[config.mk]
export PLATFORM = sky130hd
export DESIGN_NAME = fwd_hazard_unit
export DESIGN_NICKNAME = d
export VERILOG_FILES = /design/src/rtl/fwd_hazard_unit.sv
export SDC_FILE = /design/constraint.sdc
export NUM_CORES = 1
export LEC_CHECK = 0
export ABC_AREA = 0
export BUFFER_PORTS_ARGS = -buffer_cell sky130_fd_sc_hd__buf_2
export CAP_MARGIN = 20
export CORE_ASPECT_RATIO = 0.5
export CORE_MARGIN = 5
export CORE_UTILIZATION = 49
export DETAILED_ROUTE_END_ITERATION = 16
export PLACE_DENSITY = 0.84
export SYNTH_ARGS = -nofsm -noshare
export SYNTH_HDL_FRONTEND = slang
export SYNTH_SLANG_ARGS = --single-unit
export TNS_END_PERCENT = 50
[constraint.sdc]
create_clock -name clk -period 5.7 [get_ports clk]
set_clock_uncertainty 0.1 [all_clocks]
set_input_delay 0.285 -clock clk [delete_from_list [all_inputs] [get_ports clk]]
set_output_delay 0.285 -clock clk [all_outputs]
set_load 0.03 [all_outputs]
[src/rtl/fwd_hazard_unit.sv]
// fwd_hazard_unit: forwarding-select and load-use interlock unit for the pipelined MIPS core.
// Tracks in-flight destination registers from EX through the last forwarding stage,
// produces registered operand-forward selects for EX and a combinational load-use stall.
// Optional feature: define FWD_HAZARD_PERF_CNT_EN to build the saturating stall-cycle counter;
// without it stall_cycles is tied to zero.
module fwd_hazard_unit #(
   parameter int REG_ADDR_W       = 5,
   parameter int NUM_FWD_STAGES   = 2,
   parameter int LOAD_READY_STAGE = 2,
   localparam int FWD_W           = $clog2(NUM_FWD_STAGES + 1)
) (
   input  logic                  clk,
   input  logic                  reset_n,
   input  logic                  hold,
   input  logic                  flush,
   input  logic                  id_valid,
   input  logic [REG_ADDR_W-1:0] id_rs,
   input  logic [REG_ADDR_W-1:0] id_rt,
   input  logic                  id_use_rs,
   input  logic                  id_use_rt,
   input  logic                  id_reg_write,
   input  logic                  id_mem_read,
   input  logic [REG_ADDR_W-1:0] id_write_reg,
   output logic                  stall,
   output logic [FWD_W-1:0]      fwd_a,
   output logic [FWD_W-1:0]      fwd_b,
   output logic [31:0]           stall_cycles
);

   typedef struct packed {
      logic                  valid;
      logic                  regWrite;
      logic                  memRead;
      logic [REG_ADDR_W-1:0] dest;
   } tagT;

   // Slot 0 is the instruction in EX, slot j the one in post-EX stage j.
   tagT slots [NUM_FWD_STAGES];

   logic [REG_ADDR_W-1:0] srcAddr [2];
   logic                  srcUse  [2];
   logic [FWD_W-1:0]      srcSel  [2];
   logic [1:0]            srcHaz;
   logic                  enterEx;
   tagT                   idTag;

   assign srcAddr[0] = id_rs;
   assign srcAddr[1] = id_rt;
   assign srcUse[0]  = id_use_rs;
   assign srcUse[1]  = id_use_rt;

   assign idTag = '{valid: 1'b1, regWrite: id_reg_write, memRead: id_mem_read, dest: id_write_reg};

   // For each used source, find the youngest producer of that register and decide between
   // forwarding from its stage or interlocking until its result is ready. The scan runs from the
   // oldest slot to the youngest so the youngest match is the one that sticks.
   always_comb begin
      for (int s = 0; s < 2; s++) begin
         srcSel[s] = '0;
         srcHaz[s] = 1'b0;
         if (id_valid && srcUse[s] && (srcAddr[s] != '0)) begin
            for (int j = NUM_FWD_STAGES - 1; j >= 0; j--) begin
               if (slots[j].valid && slots[j].regWrite && (slots[j].dest != '0) &&
                   (slots[j].dest == srcAddr[s])) begin
                  if ((j + 1) < (slots[j].memRead ? LOAD_READY_STAGE : 1)) begin
                     srcHaz[s] = 1'b1;
                     srcSel[s] = '0;
                  end else begin
                     srcHaz[s] = 1'b0;
                     srcSel[s] = FWD_W'(j + 1);
                  end
               end
            end
         end
      end
   end

   // A squashed instruction never stalls; otherwise either source hazard holds IF/ID.
   assign stall   = id_valid & ~flush & (|srcHaz);
   assign enterEx = id_valid & ~flush & ~stall;

   // Advance the tag pipeline and register the EX forward selects unless the pipeline is frozen.
   always_ff @(posedge clk or negedge reset_n) begin
      if (!reset_n) begin
         for (int j = 0; j < NUM_FWD_STAGES; j++) begin
            slots[j] <= '0;
         end
         fwd_a <= '0;
         fwd_b <= '0;
      end else if (!hold) begin
         for (int j = NUM_FWD_STAGES - 1; j > 0; j--) begin
            slots[j] <= slots[j-1];
         end
         slots[0] <= enterEx ? idTag : '0;
         fwd_a    <= enterEx ? srcSel[0] : '0;
         fwd_b    <= enterEx ? srcSel[1] : '0;
      end
   end

`ifdef FWD_HAZARD_PERF_CNT_EN
   logic [31:0] stallCount;

   // Count live (non-frozen) stall cycles, sticking at the all-ones value instead of wrapping.
   always_ff @(posedge clk or negedge reset_n) begin
      if (!reset_n) begin
         stallCount <= '0;
      end else if (!hold && stall && (stallCount != 32'hFFFF_FFFF)) begin
         stallCount <= stallCount + 32'd1;
      end
   end

   assign stall_cycles = stallCount;
`else
   assign stall_cycles = '0;
`endif

endmodule

==> out/results.ini, run 1 <==
[floorplanning]
io_pins = 61
start_util_pct = 50.1
die_w_um = 82.3
die-area_um2 = 3800
dieHeight_um = 46.1
rows = 13
core_um2 = 2550

[drt]
viasPerCell = 5.03
ant_nets = 0
route.detailed.wl_per_inst_um = 14.2
dr.pass1.iters = 4
vias = 955
drc = 0
dr.first_iter.drc_count = 49
drt_wl_total_um = 2700

[cts]
clock_latency_ns = 0.25
cts_max_level = 1
cts_made_buffers = 3
postCtsSetupRepairBufs = 0
cts_tree = built
cts_buffer_depth = 2
clkSlewWorstSetupHoldPaths_ns = 0.07
cts_num_sinks = 19
cts-root-buf = clkbuf_8

[hold_path]
min_to = slots[14]
holdCritStartpoint = id_reg_write
worstHoldPathType = in2reg
whs_path_depth = 2

[layout]
area_growth_pct = 7.72
fin_nets = 178
final_common_cell = conb_1
drive_gt1_share_pct = 26.1
fin_area_um2 = 1380
final_cell_mix = conb_1, buf_2, dfrtp_1
diodes = 0

[worst_setup_path]
cp_slowest_cell = or4_1
crit_path_cell_trace = or4_1 > o211ai_2 > nor4_1 > o21ai_2 > nor2_1 > buf_2
regToRegEndpoint = slots[9]
critPathCaptureType = output port
reg2reg_depth = 5
worstReg2RegStart = slots[8]
required_ns = 5.32
crit_fanout = 11
r2r_setup_slack_ns = 3.55
crit_arrival_ns = 2.25
timing.setup.critical_path_class = reg2out
max_stage_delay_ns = 0.56
startpoint_type = flop

[power_and_ir_drop]
power_density_nw_per_um2 = 230
p_leak_uw = 0.000674
vdd_drop_max_mv = 0.131

[global_routing]
gr-total-overflow = 0
grt_pass1_vias = 852
grt_pass1_wl_um = 4110
antenna_found_initial = 0
grtUsageTotal_pct = 14.8
grt_max_degree = 23

[yosys]
synth.distinct_cells = 23
ys_ff_latch = 19
avgSynthCellArea_um2 = 10.3
ys_seq_area_share_pct = 37.1
synth_warnings = 0
synth_cells = 124
syn_area_um2 = 1280

[timing]
finalCriticalPeriod_ns = 2.63
setup_viol = 0
maxSlewHeadroom_pct = 59.8
finalMaxSlewViolations = 0
post-route-period-util_pct = 46.2
max_freq_mhz = 380
worst_slack_ns = 3.07
hold_viol = 0
worst_slew_pin_slew_ns = 0.601
finalSetupTns_ns = 0
rsz0062_at_grt = false

[job]
cap_viol_max_count = 0

[placement]
dp_hpwl_um = 2110
place_area_um2 = 1320
pre_cts_ws_ns = 3.34
gp_congestion = 0.889
io_buffer_count = 28

[status]
status = complete, no violations

-- cell usage after synthesis, drive strengths merged --
cell type,instances,area (um^2)
nand2,6,22.5
buf,34,255
dfrtp,19,475
o2111a,1,11.3
nor3,4,20.0
nor2,3,11.3
nand2b,1,6.26
a22o,1,8.76
mux2,7,78.8
a32o,9,90.1
nor4,3,18.8
conb,1,3.75
xnor2,12,105
o21ai,3,18.8
xor2,8,70.1
or4,5,37.5
o211ai,3,27.5
clkbuf,1,3.75
nand3,3,15.0
-- registers in the layout, indices dropped and copies added (netlist names) --
name and cells:
slots 15, fwd_a 2, fwd_b 2
-- worst max-delay path by stage --
| stage | start | end |
|---|---|---|
| CTS | slots[8] | stall |
| global route | slots[8] | stall |
| global placement | id_rt[1] | stall |
| finish | slots[8] | stall |
| floorplan | slots[9] | stall |
| detailed placement | id_rt[1] | stall |
-- area by class of cell --
type,count,area [um^2]
Clock buffer,4,45.0
Fill cell,214,1170
Multi-Input combinational cell,101,662
Sequential cell,19,475
Tap cell,37,46.3
Timing Repair Buffer,29,150
-- cells by family (layout without fill, tap and decap cells) --
group / after synthesis / in the layout / synth area share [%]
buffers and inverters: 35 / 33 / 20.2
multiplexers: 7 / 7 / 6.16
other: 1 / 32 / 0.293
flip-flops: 19 / 19 / 37.1
AND/OR/NAND/NOR: 25 / 25 / 10.3
AO/OA/AOI/OAI: 17 / 17 / 12.2
XOR/XNOR: 20 / 20 / 13.7
-- metal layers --
metal	GRT usage (%)	up-vias	wire, um
li1	-	440	-
met1	20.3	461	1150
met2	22.6	48	1260
met3	0.586	6	213
met4	10.6	0	77
met5	0	-	0
-- where the power goes --
part | leakage, uW | internal (uW) | switching, uW
clock | 0.0000228 | 49.6 | 42.0
sequential | 0.000257 | 142 | 10.0
combinational | 0.000394 | 24.1 | 49.5
-- worst max-delay path: cells and delay by family (launching register included) --
kind,cells,cell delay (ns)
DFF,1,0.44
buffers and inverters,1,0.19
and+or+nand+nor,3,0.75
AOI/OAI and AO/OA,2,0.62
-- per-stage QoR --
step	hold slack, ns	cells	total power, uW	util (%)
floorplan	-0.111	155	223	-
global placement	0.134	185	225	51.8
CTS	0.170	190	318	54.0
detailed placement	0.137	185	226	51.8
global route	0.178	190	332	54.0
finish	0.172	190	317	54.0
-- timing repair --
item | in CTS | in global routing
endpoints found under the hold margin | 19 | 0
resized for setup | 0 | 0
hold buffers | 1 | 0
Note: power is estimated with default switching activity, not from simulation.
==> run 2: changes to the inputs <==
Settings changed: CORE_UTILIZATION 49 to 41, PLACE_DENSITY 0.84 to 0.75.
Clock period 5.7 ns to 2.4 ns, I/O delays scaled along.
==> run 2 against run 1 <==
  * Non-clock buffer count is 4 higher
  * Sequential power is 140% higher
  * Critical path type unchanged
  * Die area is 16% higher
  * Critical endpoint unchanged
==> out/results.ini, run 2 (same netlist as run 1, synthesis figures left out) <==
[drt]
dr.pass1.iters = 4  ; unchanged
drc = 0  ; unchanged
route.detailed.wl_per_inst_um = 13.7  ; was 14.2 um
drt_wl_total_um = 2710  ; was 2700 um
vias = 944  ; was 955
viasPerCell = 4.79  ; was 5.03
dr.first_iter.drc_count = 93  ; was 49
ant_nets = 0  ; unchanged

[hold_path]
min_to = slots[9]  ; was slots[14]
worstHoldPathType = in2reg  ; unchanged
holdCritStartpoint = id_write_reg[1]  ; was id_reg_write
whs_path_depth = 2  ; unchanged

[floorplanning]
start_util_pct = 42.7  ; was 50.1%
dieHeight_um = 49.5  ; was 46.1 um
die-area_um2 = 4410  ; was 3800 um^2
core_um2 = 3000  ; was 2550 um^2
rows = 14  ; was 13
io_pins = 61  ; unchanged
die_w_um = 89.0  ; was 82.3 um

[global_routing]
grt_pass1_wl_um = 4330  ; was 4110 um
grt_pass1_vias = 870  ; was 852
grt_max_degree = 23  ; unchanged
grtUsageTotal_pct = 12.7  ; was 14.8%
gr-total-overflow = 0  ; unchanged
antenna_found_initial = 0  ; unchanged

[worst_setup_path]
required_ns = 2.18  ; was 5.32 ns
regToRegEndpoint = slots[11]  ; was slots[9]
reg2reg_depth = 7  ; was 5
startpoint_type = flop  ; unchanged
critPathCaptureType = output port  ; unchanged
crit_arrival_ns = 2.04  ; was 2.25 ns
timing.setup.critical_path_class = reg2out  ; unchanged
r2r_setup_slack_ns = 0.19  ; was 3.55 ns
worstReg2RegStart = slots[12]  ; was slots[8]
crit_fanout = 5  ; was 11

[cts]
cts_made_buffers = 3  ; unchanged
cts_max_level = 1  ; unchanged
cts_tree = built  ; unchanged
clkSlewWorstSetupHoldPaths_ns = 0.07  ; about the same
cts_resized = 0  ; unchanged
cts-root-buf = clkbuf_8  ; unchanged
cts_buffer_depth = 2  ; unchanged
clock_latency_ns = 0.25  ; about the same
cts_num_sinks = 19  ; unchanged

[placement]
place_area_um2 = 1340  ; was 1320 um^2
dp_hpwl_um = 2200  ; was 2110 um
pre_cts_ws_ns = 0.292  ; was 3.34 ns
gp_congestion = 0.997  ; was 0.889
io_buffer_count = 28  ; unchanged

[layout]
diodes = 0  ; unchanged
largest_register_ffs = 15  ; unchanged
fin_area_um2 = 1420  ; was 1380 um^2
area_growth_pct = 10.7  ; was 7.72%
regMostFlops = slots  ; unchanged
top_regs = slots (15), fwd_a (2), fwd_b (2)  ; unchanged
final_common_cell = conb_1  ; unchanged
fin_nets = 182  ; was 178
drive_gt1_share_pct = 28.7  ; was 26.1%
final_cell_mix = conb_1, buf_2, dfrtp_1  ; unchanged
final_util_pct = 47.3  ; was 54.0%

[status]
status = complete, no violations  ; unchanged

[power_and_ir_drop]
p_leak_uw = 0.000691  ; was 0.000674 uW
vdd_drop_max_mv = 0.346  ; was 0.131 mV
power_density_nw_per_um2 = 536  ; was 230 nW/um^2

[timing]
finalSetupTns_ns = 0  ; unchanged
hold_viol = 0  ; unchanged
worst_slew_pin_slew_ns = 0.532  ; was 0.601 ns
finalCriticalPeriod_ns = 2.26
setup_viol = 0  ; unchanged
post-route-period-util_pct = 94.1
rsz0062_at_grt = false  ; unchanged
maxSlewHeadroom_pct = 64.2  ; was 59.8%
hold_ws_ns = 0.0134  ; was 0.172 ns
max_freq_mhz = 443
worst_slack_ns = 0.141  ; was 3.07 ns
finalMaxSlewViolations = 0  ; unchanged

[job]
cap_viol_max_count = 0  ; unchanged

==> run 2: changes by cell type in the layout (fill, tap and decap cells not counted) <==
cell / change
clkbuf_1: -1
buf_4: +4
clkinvlp_4: +1
==> run 2: critical path: stages, from the launching register on <==
cell and delay [ns]:
dfrtp_1 0.44, or4_1 0.55, o211ai_2 0.23, nor4_1 0.14, o21ai_2 0.21, nor2_1 0.05, buf_2 0.17
==> run 2: final cells by class <==
| type | count | area (um^2) |
|---|---|---|
| well taps | 40 | 50.0 |
| fillers | 267 | 1580 |
| clock buffers | 3 | 41.3 |
| repair buffers | 33 | 180 |
| clock inverters | 1 | 7.51 |
| flip-flops and latches | 19 | 475 |
| multi-input cells | 101 | 662 |
==> run 2: worst max-delay path by stage <==
stage | cells after the start | startpoint | slack (ns) | to
global placement | 6 | slots[8] | 0.32 | slots[8]
CTS | 6 | slots[8] | 0.07 | stall
detailed placement | 6 | slots[8] | 0.29 | slots[11]
finish | 6 | slots[8] | 0.14 | stall
global route | 6 | slots[8] | 0.05 | stall
floorplan | 6 | slots[9] | 0.46 | stall
==> run 2: what timing repair did <==
item | CTS | global route
setup buffers | 0 | 2
hold buffers | 1 | 0
endpoints found under the hold margin | 19 | 0
endpoints found under the setup margin | 0 | 1
==> run 2: per-stage QoR <==
stage / total power, uW / instances
6_report: 759 / 197
5_1_grt: 804 / 197
4_1_cts: 768 / 195
3_5_place_dp: 540 / 190
3_3_place_gp: 540 / 190
2_1_floorplan: 530 / 155
==> run 2: layer usage <==
layer / GRT usage (%) / routed length [um] / vias up
met1: 17.9 / 1190 / 452
met5: 0 / 0 / -
met2: 19.5 / 1220 / 44
met4: 4.46 / 28 / 0
li1: - / - / 446
met3: 2.50 / 271 / 2
==> run 2: power breakdown <==
part	internal [uW]	switching (uW)	total, uW
logic	58.0	118	176
clock network	117	105	222
registers	337	23.2	361
total	512	247	759
